$ cat config.mk
export PLATFORM = sky130hd
export DESIGN_NAME = sysu_level_sampler
export DESIGN_NICKNAME = d
export VERILOG_FILES = /design/src/rtl/sysu_pkg.sv /design/src/rtl/sysu_sync2.sv /design/src/rtl/sysu_level_sampler.sv
export SDC_FILE = /design/constraint.sdc
export NUM_CORES = 1
export LEC_CHECK = 0
export ABC_CLOCK_PERIOD_IN_PS = 5100
export CAP_MARGIN = 40
export CORE_ASPECT_RATIO = 0.8
export CORE_MARGIN = 5
export CORE_UTILIZATION = 55
export CTS_BUF_LIST = sky130_fd_sc_hd__clkbuf_8
export CTS_CLUSTER_DIAMETER = 150
export DETAILED_ROUTE_END_ITERATION = 6
export PLACE_DENSITY = 0.85
export SYNTH_ARGS = -nofsm -noshare
export SYNTH_HDL_FRONTEND = slang
export SYNTH_SLANG_ARGS = --single-unit
$ cat constraint.sdc
create_clock -name clk -period 5.1 [get_ports clk]
set_input_delay 0.765 -clock clk [delete_from_list [all_inputs] [get_ports clk]]
set_output_delay 0.765 -clock clk [all_outputs]
set_load 0.005 [all_outputs]
$ cat src/rtl/sysu_pkg.sv
// Shared sysu library definitions: synchronizer depth, level-sampler FSM
// state encoding and the stability counter width.
package sysu_pkg;

  // Flops in the metastability synchronizer ahead of any qualification logic.
  localparam int SYNC_DEPTH = 2;

  // Stability counter width; covers STABLE_CYCLES up to 65535.
  localparam int STAB_W = 16;

  // Level-sampler FSM encoding.
  localparam logic [1:0] ST_STABLE_LO = 2'd0;
  localparam logic [1:0] ST_CHK_HI    = 2'd1;
  localparam logic [1:0] ST_STABLE_HI = 2'd2;
  localparam logic [1:0] ST_CHK_LO    = 2'd3;

  typedef enum logic [1:0] {
    STABLE_LO = ST_STABLE_LO,
    CHK_HI    = ST_CHK_HI,
    STABLE_HI = ST_STABLE_HI,
    CHK_LO    = ST_CHK_LO
  } lvl_state_e;

endpackage

$ cat src/rtl/sysu_sync2.sv
// Two-flop synchronizer bringing an asynchronous level into the clk domain.
module sysu_sync2
  import sysu_pkg::*;
(
  input  logic clk,
  input  logic rst_n,
  input  logic d,
  output logic q
);

  logic [SYNC_DEPTH-1:0] ff;

  // Shift the raw input through the synchronizer chain.
  always_ff @(posedge clk or negedge rst_n) begin
    if (!rst_n) begin
      ff <= '0;
    end else begin
      // NOTE: non-blocking, so each stage captures its predecessor's value
      // from before the edge; blocking would collapse the chain to one flop.
      ff <= {ff[SYNC_DEPTH-2:0], d};
    end
  end

  assign q = ff[SYNC_DEPTH-1];

endmodule

$ cat src/rtl/sysu_level_sampler.sv
// Debounced level sampler: synchronizes level_in, accepts a new level only
// after STABLE_CYCLES identical samples, pulses rise/fall on each accepted
// change and counts accepted edges in a wrapping counter.
module sysu_level_sampler
  import sysu_pkg::*;
#(
  parameter int STABLE_CYCLES = 16,
  parameter int CNT_W         = 8
) (
  input  logic             clk,
  input  logic             rst_n,
  input  logic             level_in,
  input  logic             clr_cnt,
  output logic             level_out,
  output logic             rise,
  output logic             fall,
  output logic [CNT_W-1:0] edge_cnt
);

  // Counter value on the last qualifying sample; the counter never exceeds it.
  localparam logic [STAB_W-1:0] STAB_LAST = STAB_W'(STABLE_CYCLES - 1);

  logic              sync;
  lvl_state_e        state;
  logic [STAB_W-1:0] stab_cnt;

  sysu_sync2 u_sync (
    .clk   (clk),
    .rst_n (rst_n),
    .d     (level_in),
    .q     (sync)
  );

  // Qualification FSM with registered level_out and edge pulses.
  always_ff @(posedge clk or negedge rst_n) begin
    if (!rst_n) begin
      state     <= STABLE_LO;
      stab_cnt  <= '0;
      level_out <= 1'b0;
      rise      <= 1'b0;
      fall      <= 1'b0;
    end else begin
      // Pulses default low and are only raised on the accepting edge.
      rise <= 1'b0;
      fall <= 1'b0;
      case (state)
        STABLE_LO: begin
          if (sync) begin
            state    <= CHK_HI;
            stab_cnt <= STAB_W'(1);
          end
        end
        CHK_HI: begin
          if (!sync) begin
            state    <= STABLE_LO;
            stab_cnt <= '0;
          end else if (stab_cnt == STAB_LAST) begin
            state     <= STABLE_HI;
            stab_cnt  <= '0;
            level_out <= 1'b1;
            rise      <= 1'b1;
          end else begin
            stab_cnt <= stab_cnt + STAB_W'(1);
          end
        end
        STABLE_HI: begin
          if (!sync) begin
            state    <= CHK_LO;
            stab_cnt <= STAB_W'(1);
          end
        end
        CHK_LO: begin
          if (sync) begin
            state    <= STABLE_HI;
            stab_cnt <= '0;
          end else if (stab_cnt == STAB_LAST) begin
            state     <= STABLE_LO;
            stab_cnt  <= '0;
            level_out <= 1'b0;
            fall      <= 1'b1;
          end else begin
            stab_cnt <= stab_cnt + STAB_W'(1);
          end
        end
        default: begin
          state    <= STABLE_LO;
          stab_cnt <= '0;
        end
      endcase
    end
  end

  // Count accepted edges; a clear wins over an edge pulse in the same cycle.
  always_ff @(posedge clk or negedge rst_n) begin
    if (!rst_n) begin
      edge_cnt <= '0;
    end else if (clr_cnt) begin
      edge_cnt <= '0;
    end else if (rise || fall) begin
      edge_cnt <= edge_cnt + CNT_W'(1);
    end
  end

endmodule
Word level (Yosys, flattened, before mapping)
Index checks and enable logic that the tools add are counted.

operators by class
  equal/unequal tests = 12
  add/sub/neg operators = 2
  reductions and logical operators = 7
  multiplexer cells = 25

operator list
  cell                                                                     count
  16-bit two-way mux                                                       5
  16-bit case mux with 4 select lines                                      1
  16-bit by 1-bit adder with 16-bit output, second input constant          1
  16-bit by 4-bit == test with 1-bit output, second input constant         1
  8-bit two-way mux                                                        2
  2-bit two-way mux                                                        6
  1-bit two-way mux                                                        9
  8-bit by 1-bit adder with 8-bit output, second input constant            1
  2-bit inequality test, second input constant                             4
  2-bit case mux with 4 select lines                                       1
  5-bit AND reduction                                                      1
  2-bit == test, second input constant                                     2
  2-bit by 1-bit inequality test with 1-bit output, second input constant  2
  4-bit AND reduction                                                      1
  2-bit nonzero test                                                       2
  3-bit by 2-bit inequality test with 1-bit output, second input constant  1
  3-bit inequality test, second input constant                             1
  2-bit by 1-bit == test with 1-bit output, second input constant          1
  2-bit zero test                                                          1
  1-bit case mux with 2 select lines                                       1
  2-bit AND reduction                                                      1
  1-bit logical OR                                                         1

word-level totals
  bits in registers = 31
  output and inout bits = 11

Longest topological paths before layout
Gate-level depths: netlist of the first run.

  word-level depth = 4
  depth in mapped cells = 6

Cells and area by module
From an unflattened synthesis of the first run, not the netlist that was laid out.

unflattened totals
  cells, all modules = 157
  area total of the unflattened synthesis = 1591.5 µm²

by module, submodules not included
  module              area each (µm²)  cells an instance  times used
  sysu_level_sampler  1541.5           155                1
  sysu_sync2          50.0             2                  1

Worst setup path after synthesis of the first run
OpenSTA, ideal clock, no wires.

  path type = register to register
  start = reg stab_cnt[9]
  end = reg level_out
  data arrival time = 1.794 ns
  stages on the path, launching flop included = 5
  slack = 3.180 ns
  period minus slack after synthesis = 1.920 ns
  required time = 4.974 ns
  path buffers = 0
  cell sequence = dfrtp_1 or4_4 or4_4 o31ai_2 a21oi_1

between the ends
  cells in the longest elaborated chain, start to end = 3

RTL lines
  element                                      RTL line                                            RTL
  start, declared                              sysu_level_sampler.sv:25                            logic [STAB_W-1:0] stab_cnt;
  start signal, assigned                       sysu_level_sampler.sv:63                            stab_cnt <= stab_cnt + STAB_W'(1);
  start signal, assigned                       sysu_level_sampler.sv:82                            stab_cnt <= stab_cnt + STAB_W'(1);
  16-bit by 4-bit == test with 1-bit output *  sysu_level_sampler.sv:57, sysu_level_sampler.sv:76
  2-bit inequality test (no line)              n/a
  5-bit AND reduction (no line) *              n/a
  end signal, assigned                         sysu_level_sampler.sv:39                            level_out <= 1'b0;
  end signal, assigned                         sysu_level_sampler.sv:60                            level_out <= 1'b1;
  end signal, assigned                         sysu_level_sampler.sv:79                            level_out <= 1'b0;
  end, declared                                sysu_level_sampler.sv:14                            output logic level_out,

Mark *: on every way between the ends. The rest lies on a longest branch, timed or not.
A chain may end at the register's enable or synchronous reset.

Final worst setup path of the first run
  start = reg stab_cnt[9]
  end = reg stab_cnt[3]

between the ends
  cells in the longest elaborated chain, start to end = 4

RTL lines
  element                                      RTL line                                            RTL
  16-bit by 4-bit == test with 1-bit output *  sysu_level_sampler.sv:57, sysu_level_sampler.sv:76
  16-bit two-way mux *                         sysu_level_sampler.sv:57, sysu_level_sampler.sv:76
  16-bit two-way mux (on tied branches)        sysu_level_sampler.sv:73, sysu_level_sampler.sv:54
  16-bit case mux with 4 select lines *        sysu_level_sampler.sv:46                            case (state)

Marks and branches as above.

==> impl_metrics.json, run 1 <==
{
  "status": "complete, no violations",
  "cts_tree": "done",
  "cts_buffers": 5,
  "totalWireLength_mm": 3.58,
  "cts_buffer_depth": 2,
  "vdd.ir_drop.worst_mv": 0.275,
  "viasPerCell": 6.43,
  "core_um2": 2830,
  "crit_arrival_ns": 2.55,
  "comb_power_share_pct": 6.5,
  "clock_sink_count": 31,
  "clock_power_share_pct": 39.3,
  "critPathBufInv": 0,
  "p_total_mw": 0.493,
  "required_ns": 5.26,
  "portBuffers": 14,
  "cp_top_family": "simple AND/OR/NAND/NOR gates",
  "finish.utilization_pct": 67.1,
  "critical_path_class": "reg -> reg",
  "crit_chain": "or4_4 -> nor4_4 -> nor2_2 -> a221o_1",
  "gp_congestion": 0.897,
  "grt_antenna_before_repair": 0,
  "route.detailed.drc": 0,
  "avgSynthCellArea_um2": 10.0,
  "grt_pass1_wl_mm": 6.51,
  "avgRoutedWirePerCell_um": 16.5,
  "nets": 186,
  "postCtsHoldBufs": 0,
  "first_iter_violations": 104,
  "r2r_cells": 4,
  "p_per_area_nw_per_um2": 260,
  "die_h_um": 59.2,
  "hpwl_mm": 2.44,
  "timing.rr.start": "stab_cnt[9]",
  "max_freq_mhz": 419,
  "num_vias": 1396,
  "diodes": 0,
  "final_common_cell": "dfrtp_1",
  "fillers": 221,
  "htree_levels": 2,
  "sequentialPowerShare_pct": 54.2,
  "cts_resized": 0,
  "fin_crit_sh_pct": 46.8,
  "synth_edf_count": 0,
  "num_rows": 17,
  "fin_setup_tns_ns": 0,
  "critPathMaxStageDelay_ns": 0.72,
  "die_x_um": 71.5,
  "rsz0062_at_grt": "no",
  "synth.top_cell.area_share_pct": 46.6,
  "hold_path.class": "reg -> reg",
  "critPathCaptureType": "register",
  "start_util_pct": 58.8,
  "tightest_slew_ns": 0.784,
  "die-area_um2": 4230,
  "post_cts_buffers": 0,
  "yosysWarnings": 0,
  "p_int_mw": 0.373,
  "p_switching_mw": 0.120,
  "synth_seq_cells": 31,
  "synth_top_area_cell": "dfrtp_1",
  "synthFlopType": "dfrtp_1",
  "r2r-end": "stab_cnt[3]",
  "synth_fp_nets": 173,
  "min_to": "u_sync.ff[1]",
  "synthArstFlopShare_pct": 100,
  "finalSetupViolCount": 0,
  "skew_ns": 0.00342,
  "syn_area_um2": 1660,
  "grt_max_degree": 32,
  "cp-start-kind": "register",
  "yosysSeqAreaShare_pct": 46.6,
  "hold_start": "u_sync.ff[0]",
  "grt_pass1_vias": 1384,
  "synth_area_leaders": "dfrtp_1 (47%), o21a_1 (4.1%), nor4_1 (3.8%)",
  "ant_nets": 0,
  "cpMaxStageDelayCell": "nor4_4",
  "io_pins": 15,
  "leakagePower_nw": 0.733,
  "final_layout_size_suffix_gt1_share_pct": 8.94,
  "worstHoldPathCells": 0,
  "drv_cap": 0,
  "regToRegSetupSlack_ns": 2.71,
  "yosysUniqueCellTypes": 34,
  "path_clk_slew_ns": 0.06,
  "postSynthCellCount": 166,
  "root_buffer": "clkbuf_8",
  "slew_headroom_pct": 47.6,
  "worstSkewPairLatency_ns": 0.28,
  "overflow": 0,
  "swShare_pct": 24.4,
  "period_minus_slack_ns": 2.39,
  "crit_fanout": 14,
  "timing_hold_violations_final": 0,
  "layout_common_cells": "dfrtp_1 (31), clkdlybuf4s50_1 (14), nor2_1 (13)",
  "syn_to_final_growth_pct": 14.1,
  "grt_use_total_pct": 19.8,
  "first_pass_iters": 4,
  "slew_violations": 0
}
worst max-delay path by stage:
stage	startpoint	endpoint	slack (ns)	depth (start not counted)
after floorplan	stab_cnt[9]	level_out	3.18	4
after global placement	stab_cnt[9]	stab_cnt[3]	2.82	4
after detailed placement	stab_cnt[9]	stab_cnt[3]	2.78	4
after CTS	stab_cnt[11]	stab_cnt[3]	2.76	4
after global routing	stab_cnt[0]	stab_cnt[3]	2.57	5
final	stab_cnt[9]	stab_cnt[3]	2.71	4
cell usage after synthesis (all sizes together), types with 2 or more instances:
master    n
a21oi     3
a22o      5
a31oi     2
buf       4
clkbuf    5
dfrtp    31
ha        3
inv       5
nand2     9
nand3     9
nand4     4
nor2     14
nor3     10
nor3b     2
nor4     12
o2111ai   2
o21a      9
o21ai     5
o311ai    7
o31ai     5
or3       4
or4       4
xnor2     3
xor2      4
sequential cells by signal (all words and copies together) (netlist names), named ones only:
name,count
edge_cnt,8
fall,1
level_out,1
rise,1
stab_cnt,16
state,1
u_sync.ff,2
metal layers:
layer / vias up / share of wire, % / global-route usage, %
met5: - / 0 / 0
met1: 660 / 44 / 25.6
met2: 66 / 46 / 30.5
met4: 0 / 1.6 / 7.77
li1: 661 / - / -
met3: 9 / 7.4 / 7.29
power by group through the flow:
stage               Clock (mW)  Combinational (mW)  Sequential, mW
CTS                      0.197              0.0323           0.267
detailed placement           0              0.0322           0.271
finish                   0.194              0.0320           0.267
global route             0.212              0.0363           0.268
floorplan                    0              0.0223           0.267
global placement             0              0.0314           0.272
stage by stage:
stage | cell area (um2) | setup WS, ns | hold WS [ns] | instances
CTS | 1900 | 2.76 | 0.351 | 217
global route | 1900 | 2.57 | 0.365 | 217
floorplan | 1660 | 3.18 | 0.331 | 166
global placement | 1810 | 2.82 | 0.333 | 210
detailed placement | 1810 | 2.78 | 0.337 | 210
finish | 1900 | 2.71 | 0.348 | 217
kinds of logic after synthesis:
logic type	count (synthesis)	synth area share, %
buffers and inverters	14	3.99
AND/OR/NAND/NOR	70	24.7
flip-flops	31	46.6
AO/OA/AOI/OAI	41	18.7
adder cells (fa/ha/maj)	3	2.26
XOR/XNOR	7	3.68
layout make-up:
cell class                      instances  area [um2]  share of cell area, %
Clock buffer                            6        82.6                   4.35
Clock inverter                          1        5.00                  0.264
Inverter                                5        18.8                  0.988
Multi-Input combinational cell        121         822                   43.3
Sequential cell                        31         776                   40.8
Tap cell                               38        47.5                   2.50
Timing Repair Buffer                   15         148                   7.77
Power figures use the tool's default switching activity.
==> inputs of run 2 (changes only) <==
- ABC_CLOCK_PERIOD_IN_PS: 5100 -> 2300
- clock period: 5.1 -> 2.3 ns (I/O delays scaled with it)
==> run 2 against run 1 <==
- non-clock buffer count grew 5
- register-to-register slack lost 2.5 ns
- cell area grew 2.6%
- die area is the same
- core utilization grew 1.8 points
- count of clock-buffer cells in the layout grew 1
- worst hold slack gained 0.036 ns
- critical path depth grew 1
- critical endpoint unchanged
==> impl_metrics.json, run 2 (synthesis results as in run 1) <==
{
  "post_cts_buffers": 0,
  "slew_violations": 0,
  "grt_pass1_wl_mm": 6.68,
  "viasPerCell": 6.61,
  "cts_resized": 0,
  "grt_pass1_vias": 1431,
  "num_rows": 17,
  "die_h_um": 59.2,
  "cts_buffer_depth": 2,
  "leakagePower_nw": 0.768,
  "layout_common_cells": "dfrtp_1 (31), clkdlybuf4s50_1 (14), nor2_1 (13)",
  "overflow": 0,
  "max_freq_mhz": 479,
  "required_ns": 2.47,
  "p_int_mw": 0.863,
  "grt_max_degree": 32,
  "clock_sink_count": 31,
  "start_util_pct": 58.8,
  "io_pins": 15,
  "finalSetupViolCount": 0,
  "route.detailed.drc": 0,
  "critical_path_class": "reg -> reg",
  "num_vias": 1475,
  "comb_power_share_pct": 6.7,
  "die_x_um": 71.5,
  "timing_hold_violations_final": 0,
  "cp-start-kind": "register",
  "root_buffer": "clkbuf_8",
  "crit_fanout": 14,
  "top_regs": "stab_cnt (16), edge_cnt (8), u_sync.ff (2)",
  "regMostFlops": "stab_cnt",
  "period_minus_slack_ns": 2.09,
  "cpMaxStageDelayCell": "or4_4",
  "slew_headroom_pct": 64.8,
  "crit_arrival_ns": 2.26,
  "p_per_area_nw_per_um2": 582,
  "ant_nets": 0,
  "largest_reg_flops": 16,
  "cts_tree": "done",
  "htree_levels": 2,
  "finish.utilization_pct": 68.9,
  "final_layout_size_suffix_gt1_share_pct": 11.4,
  "core_um2": 2830,
  "vdd.ir_drop.worst_mv": 0.629,
  "avgRoutedWirePerCell_um": 17.6,
  "final_common_cell": "dfrtp_1",
  "status": "complete, no violations",
  "first_pass_iters": 4,
  "sequentialPowerShare_pct": 52.7,
  "clock_power_share_pct": 40.7,
  "fin_crit_sh_pct": 90.8,
  "drv_cap": 0,
  "grt_use_total_pct": 20.5,
  "tightest_slew_ns": 0.527,
  "grt_antenna_before_repair": 0,
  "hpwl_mm": 2.79,
  "hold_path.class": "reg -> reg",
  "cts_buffers": 5,
  "gp_congestion": 0.903,
  "critPathBufInv": 1,
  "postCtsHoldBufs": 0,
  "p_switching_mw": 0.272,
  "worstSkewPairLatency_ns": 0.28,
  "fin_setup_tns_ns": 0,
  "rsz0062_at_grt": "no",
  "crit_chain": "or4_4 -> nor4_4 -> buf_4 -> nor2_2 -> a221o_1",
  "first_iter_violations": 71,
  "critPathCaptureType": "register",
  "skew_ns": 0.00490,
  "critPathMaxStageDelay_ns": 0.61,
  "totalWireLength_mm": 3.93,
  "cp_top_family": "simple AND/OR/NAND/NOR gates",
  "nets": 191,
  "syn_to_final_growth_pct": 17.1,
  "diodes": 0,
  "swShare_pct": 23.9,
  "portBuffers": 14,
  "fillers": 216,
  "path_clk_slew_ns": 0.06,
  "die-area_um2": 4230
}
-- run 2: cell count changes in the layout (fill, tap and decap cells not counted) --
cell	change
buf_4	+5
clkbuf_8	+1
clkinv_2	-1
inv_1	+1
-- run 2: path summary, 6_finish.rpt --
kind	to	from	depth (start not counted)	slack (ns)
min in group asynchronous	stab_cnt[0]	rst_n	2	0.45
hold / removal	u_sync.ff[1]	u_sync.ff[0]	0	0.38
hold reg to reg	u_sync.ff[1]	u_sync.ff[0]	0	0.38
setup reg to reg	stab_cnt[3]	stab_cnt[11]	5	0.21
setup / recovery	stab_cnt[3]	stab_cnt[11]	5	0.21
max in group asynchronous	stab_cnt[11]	rst_n	2	1.56
-- run 2: final cells by class --
type | count | area, um2 | area share [%]
multi-input combinational | 121 | 822 | 42.2
sequential | 31 | 776 | 39.8
timing repair buffer | 20 | 185 | 9.50
clock buffer | 7 | 96.3 | 4.94
tap | 38 | 47.5 | 2.44
inverter | 5 | 18.8 | 0.963
clock inverter | 1 | 3.75 | 0.193
-- run 2: layer usage --
layer	up-vias	global-route usage, %	share of wire (%)
li1	672	-	-
met1	705	26.0	41
met2	86	33.1	47
met3	12	6.61	9.9
met4	0	7.24	1.9
met5	-	0	0
-- run 2: through the flow --
step / cell area, um2 / setup slack [ns] / hold slack [ns] / power [mW] / std cells
6_report: 1950 / 0.211 / 0.384 / 1.13 / 223
4_1_cts: 1950 / 0.234 / 0.379 / 1.14 / 223
3_3_place_gp: 1850 / 0.294 / 0.334 / 0.674 / 215
3_5_place_dp: 1850 / 0.243 / 0.365 / 0.681 / 215
2_1_floorplan: 1660 / 0.380 / 0.0494 / 0.641 / 166
5_1_grt: 1950 / 0.137 / 0.385 / 1.19 / 223
-- run 2: power groups by stage --
stage,Sequential [mW],Clock (mW),Combinational [mW]
CTS,0.595,0.471,0.0759
global placement,0.603,0,0.0715
global route,0.599,0.510,0.0850
detailed placement,0.605,0,0.0757
finish,0.597,0.462,0.0755
floorplan,0.592,0,0.0494
==> inputs of run 3 (changes only) <==
- CORE_MARGIN: 5 -> 1
- GPL_TIMING_DRIVEN: unset -> 0
==> run 3 against run 2 <==
- non-clock buffer count is 3 higher
- fmax is 2.7% lower
- register-to-register slack worse by 0.06 ns
- worst hold slack worse by 0.027 ns
==> impl_metrics.json, run 3 (synthesis results as in run 1) <==
{
  "portBuffers": 13,
  "die_h_um": 51.2,
  "slew_violations": 0,
  "cp_top_family": "simple AND/OR/NAND/NOR gates",
  "numPlacedInstances": 218,
  "rsz0062_at_grt": "no",
  "hold_path.class": "reg -> reg",
  "worstHoldPathCells": 0,
  "critical_path_class": "reg -> reg",
  "htree_levels": 2,
  "vdd.ir_drop.worst_mv": 0.397,
  "max_freq_mhz": 466,
  "p_per_area_nw_per_um2": 559,
  "crit_fanout": 5,
  "start_util_pct": 59.3,
  "worst_slack_ns": 0.153,
  "cts_tree": "done",
  "critPathCaptureType": "register",
  "final_area_um2": 1960,
  "diodes": 0,
  "core_um2": 2810,
  "syn_to_final_growth_pct": 17.7,
  "timing_hold_violations_final": 0,
  "hold_start": "u_sync.ff[0]",
  "die_x_um": 63.5,
  "grt_pass1_vias": 1432,
  "tightest_slew_ns": 0.694,
  "final_layout_size_suffix_gt1_share_pct": 11.2,
  "leakagePower_nw": 0.754,
  "whs_ns": 0.357,
  "p_total_mw": 1.09,
  "min_to": "u_sync.ff[1]",
  "fin_crit_sh_pct": 93.4,
  "r2r-end": "stab_cnt[3]",
  "finalSetupViolCount": 0,
  "overflow": 0,
  "clock_sink_count": 31,
  "first_iter_violations": 158,
  "grt_use_total_pct": 27.8,
  "num_rows": 17,
  "ant_nets": 0,
  "slew_headroom_pct": 53.6,
  "dp_slack_ns": 0.192,
  "num_vias": 1471,
  "viasPerCell": 6.51,
  "hpwl_mm": 2.81,
  "top_regs": "stab_cnt (16), edge_cnt (8), u_sync.ff (2)",
  "io_pins": 15,
  "period_minus_slack_ns": 2.15,
  "nets": 194,
  "gp_congestion": 0.955,
  "cpMaxStageDelayCell": "or4_4",
  "regMostFlops": "stab_cnt",
  "route.detailed.drc": 0,
  "post_cts_buffers": 0,
  "placed_cell_area_um2": 1870,
  "finish.utilization_pct": 69.7,
  "totalWireLength_mm": 3.94,
  "grt_max_degree": 19,
  "critPathBufInv": 0,
  "regToRegSetupSlack_ns": 0.15,
  "cts_buffer_depth": 2,
  "worstSkewPairLatency_ns": 0.28,
  "drv_cap": 0,
  "die-area_um2": 3250,
  "postCtsHoldBufs": 0,
  "final_cells": 226,
  "timing.rr.start": "stab_cnt[9]",
  "fin_setup_tns_ns": 0,
  "root_buffer": "clkbuf_8",
  "grt_pass1_wl_mm": 6.82,
  "cts_resized": 0,
  "fillers": 204,
  "crit_chain": "or4_4 -> nor4_4 -> nor2_2 -> a221o_1",
  "multi_input_area_um2": 822,
  "grt_antenna_before_repair": 0,
  "required_ns": 2.47,
  "crit_arrival_ns": 2.31,
  "largest_reg_flops": 16,
  "r2r_cells": 4,
  "skew_ns": 0.00509,
  "path_clk_slew_ns": 0.07,
  "first_pass_iters": 5,
  "cts_buffers": 5,
  "critPathMaxStageDelay_ns": 0.61,
  "status": "complete, no violations",
  "layout_common_cells": "dfrtp_1 (31), nor2_1 (13), clkdlybuf4s50_1 (13)",
  "final_common_cell": "dfrtp_1",
  "cp-start-kind": "register",
  "avgRoutedWirePerCell_um": 17.4,
  "regArea_um2": 776
}
## run 3: cell count changes in the layout (fill, tap and decap cells not counted)
cell / before / now
clkbuf_1: 0 / 5
inv_1: 6 / 5
clkinv_2: 0 / 1
clkdlybuf4s50_1: 14 / 13
buf_6: 0 / 1
buf_2: 0 / 2
clkbuf_8: 7 / 5
buf_4: 6 / 1
buf_16: 0 / 1
clkinvlp_4: 0 / 2
## run 3: layout make-up
cell class | instances | share of cell area (%)
repair buffers | 14 | 8.05
clock buffers | 5 | 3.51
multi-input cells | 121 | 42.0
well taps | 38 | 2.43
flip-flops and latches | 31 | 39.6
plain buffers | 9 | 2.43
inverters | 5 | 0.958
clock inverters | 3 | 1.02
## run 3: worst register-to-register path, stage by stage (launching register included)
cell and delay [ns]:
dfrtp_1 0.44, or4_4 0.61, nor4_4 0.48, nor2_2 0.15, a221o_1 0.35
## run 3: worst max path at each step
stage,start,endpoint,slack [ns],depth (start not counted)
finish,stab_cnt[9],stab_cnt[3],0.15,4
global route,stab_cnt[9],stab_cnt[3],0.08,4
detailed placement,stab_cnt[9],stab_cnt[3],0.19,4
global placement,stab_cnt[9],stab_cnt[13],0.25,5
floorplan,stab_cnt[9],level_out,0.38,4
CTS,stab_cnt[9],stab_cnt[3],0.18,4
## run 3: power breakdown
part           switching (mW)  internal [mW]  leakage, nW  total [mW]
Combinational          0.0486         0.0347        0.291      0.0833
Clock                   0.212          0.210       0.0402       0.422
Sequential             0.0264          0.562        0.422       0.589
Total                   0.287          0.807        0.754        1.09
## run 3: per-layer routing
layer  global-route usage [%]  up-vias  wire length (um)
met5                        0        -                 0
met2                     41.3       71              1850
met4                     14.4        0                41
met1                     39.0      720              1770
li1                         -      673                 -
met3                     5.13        7               276
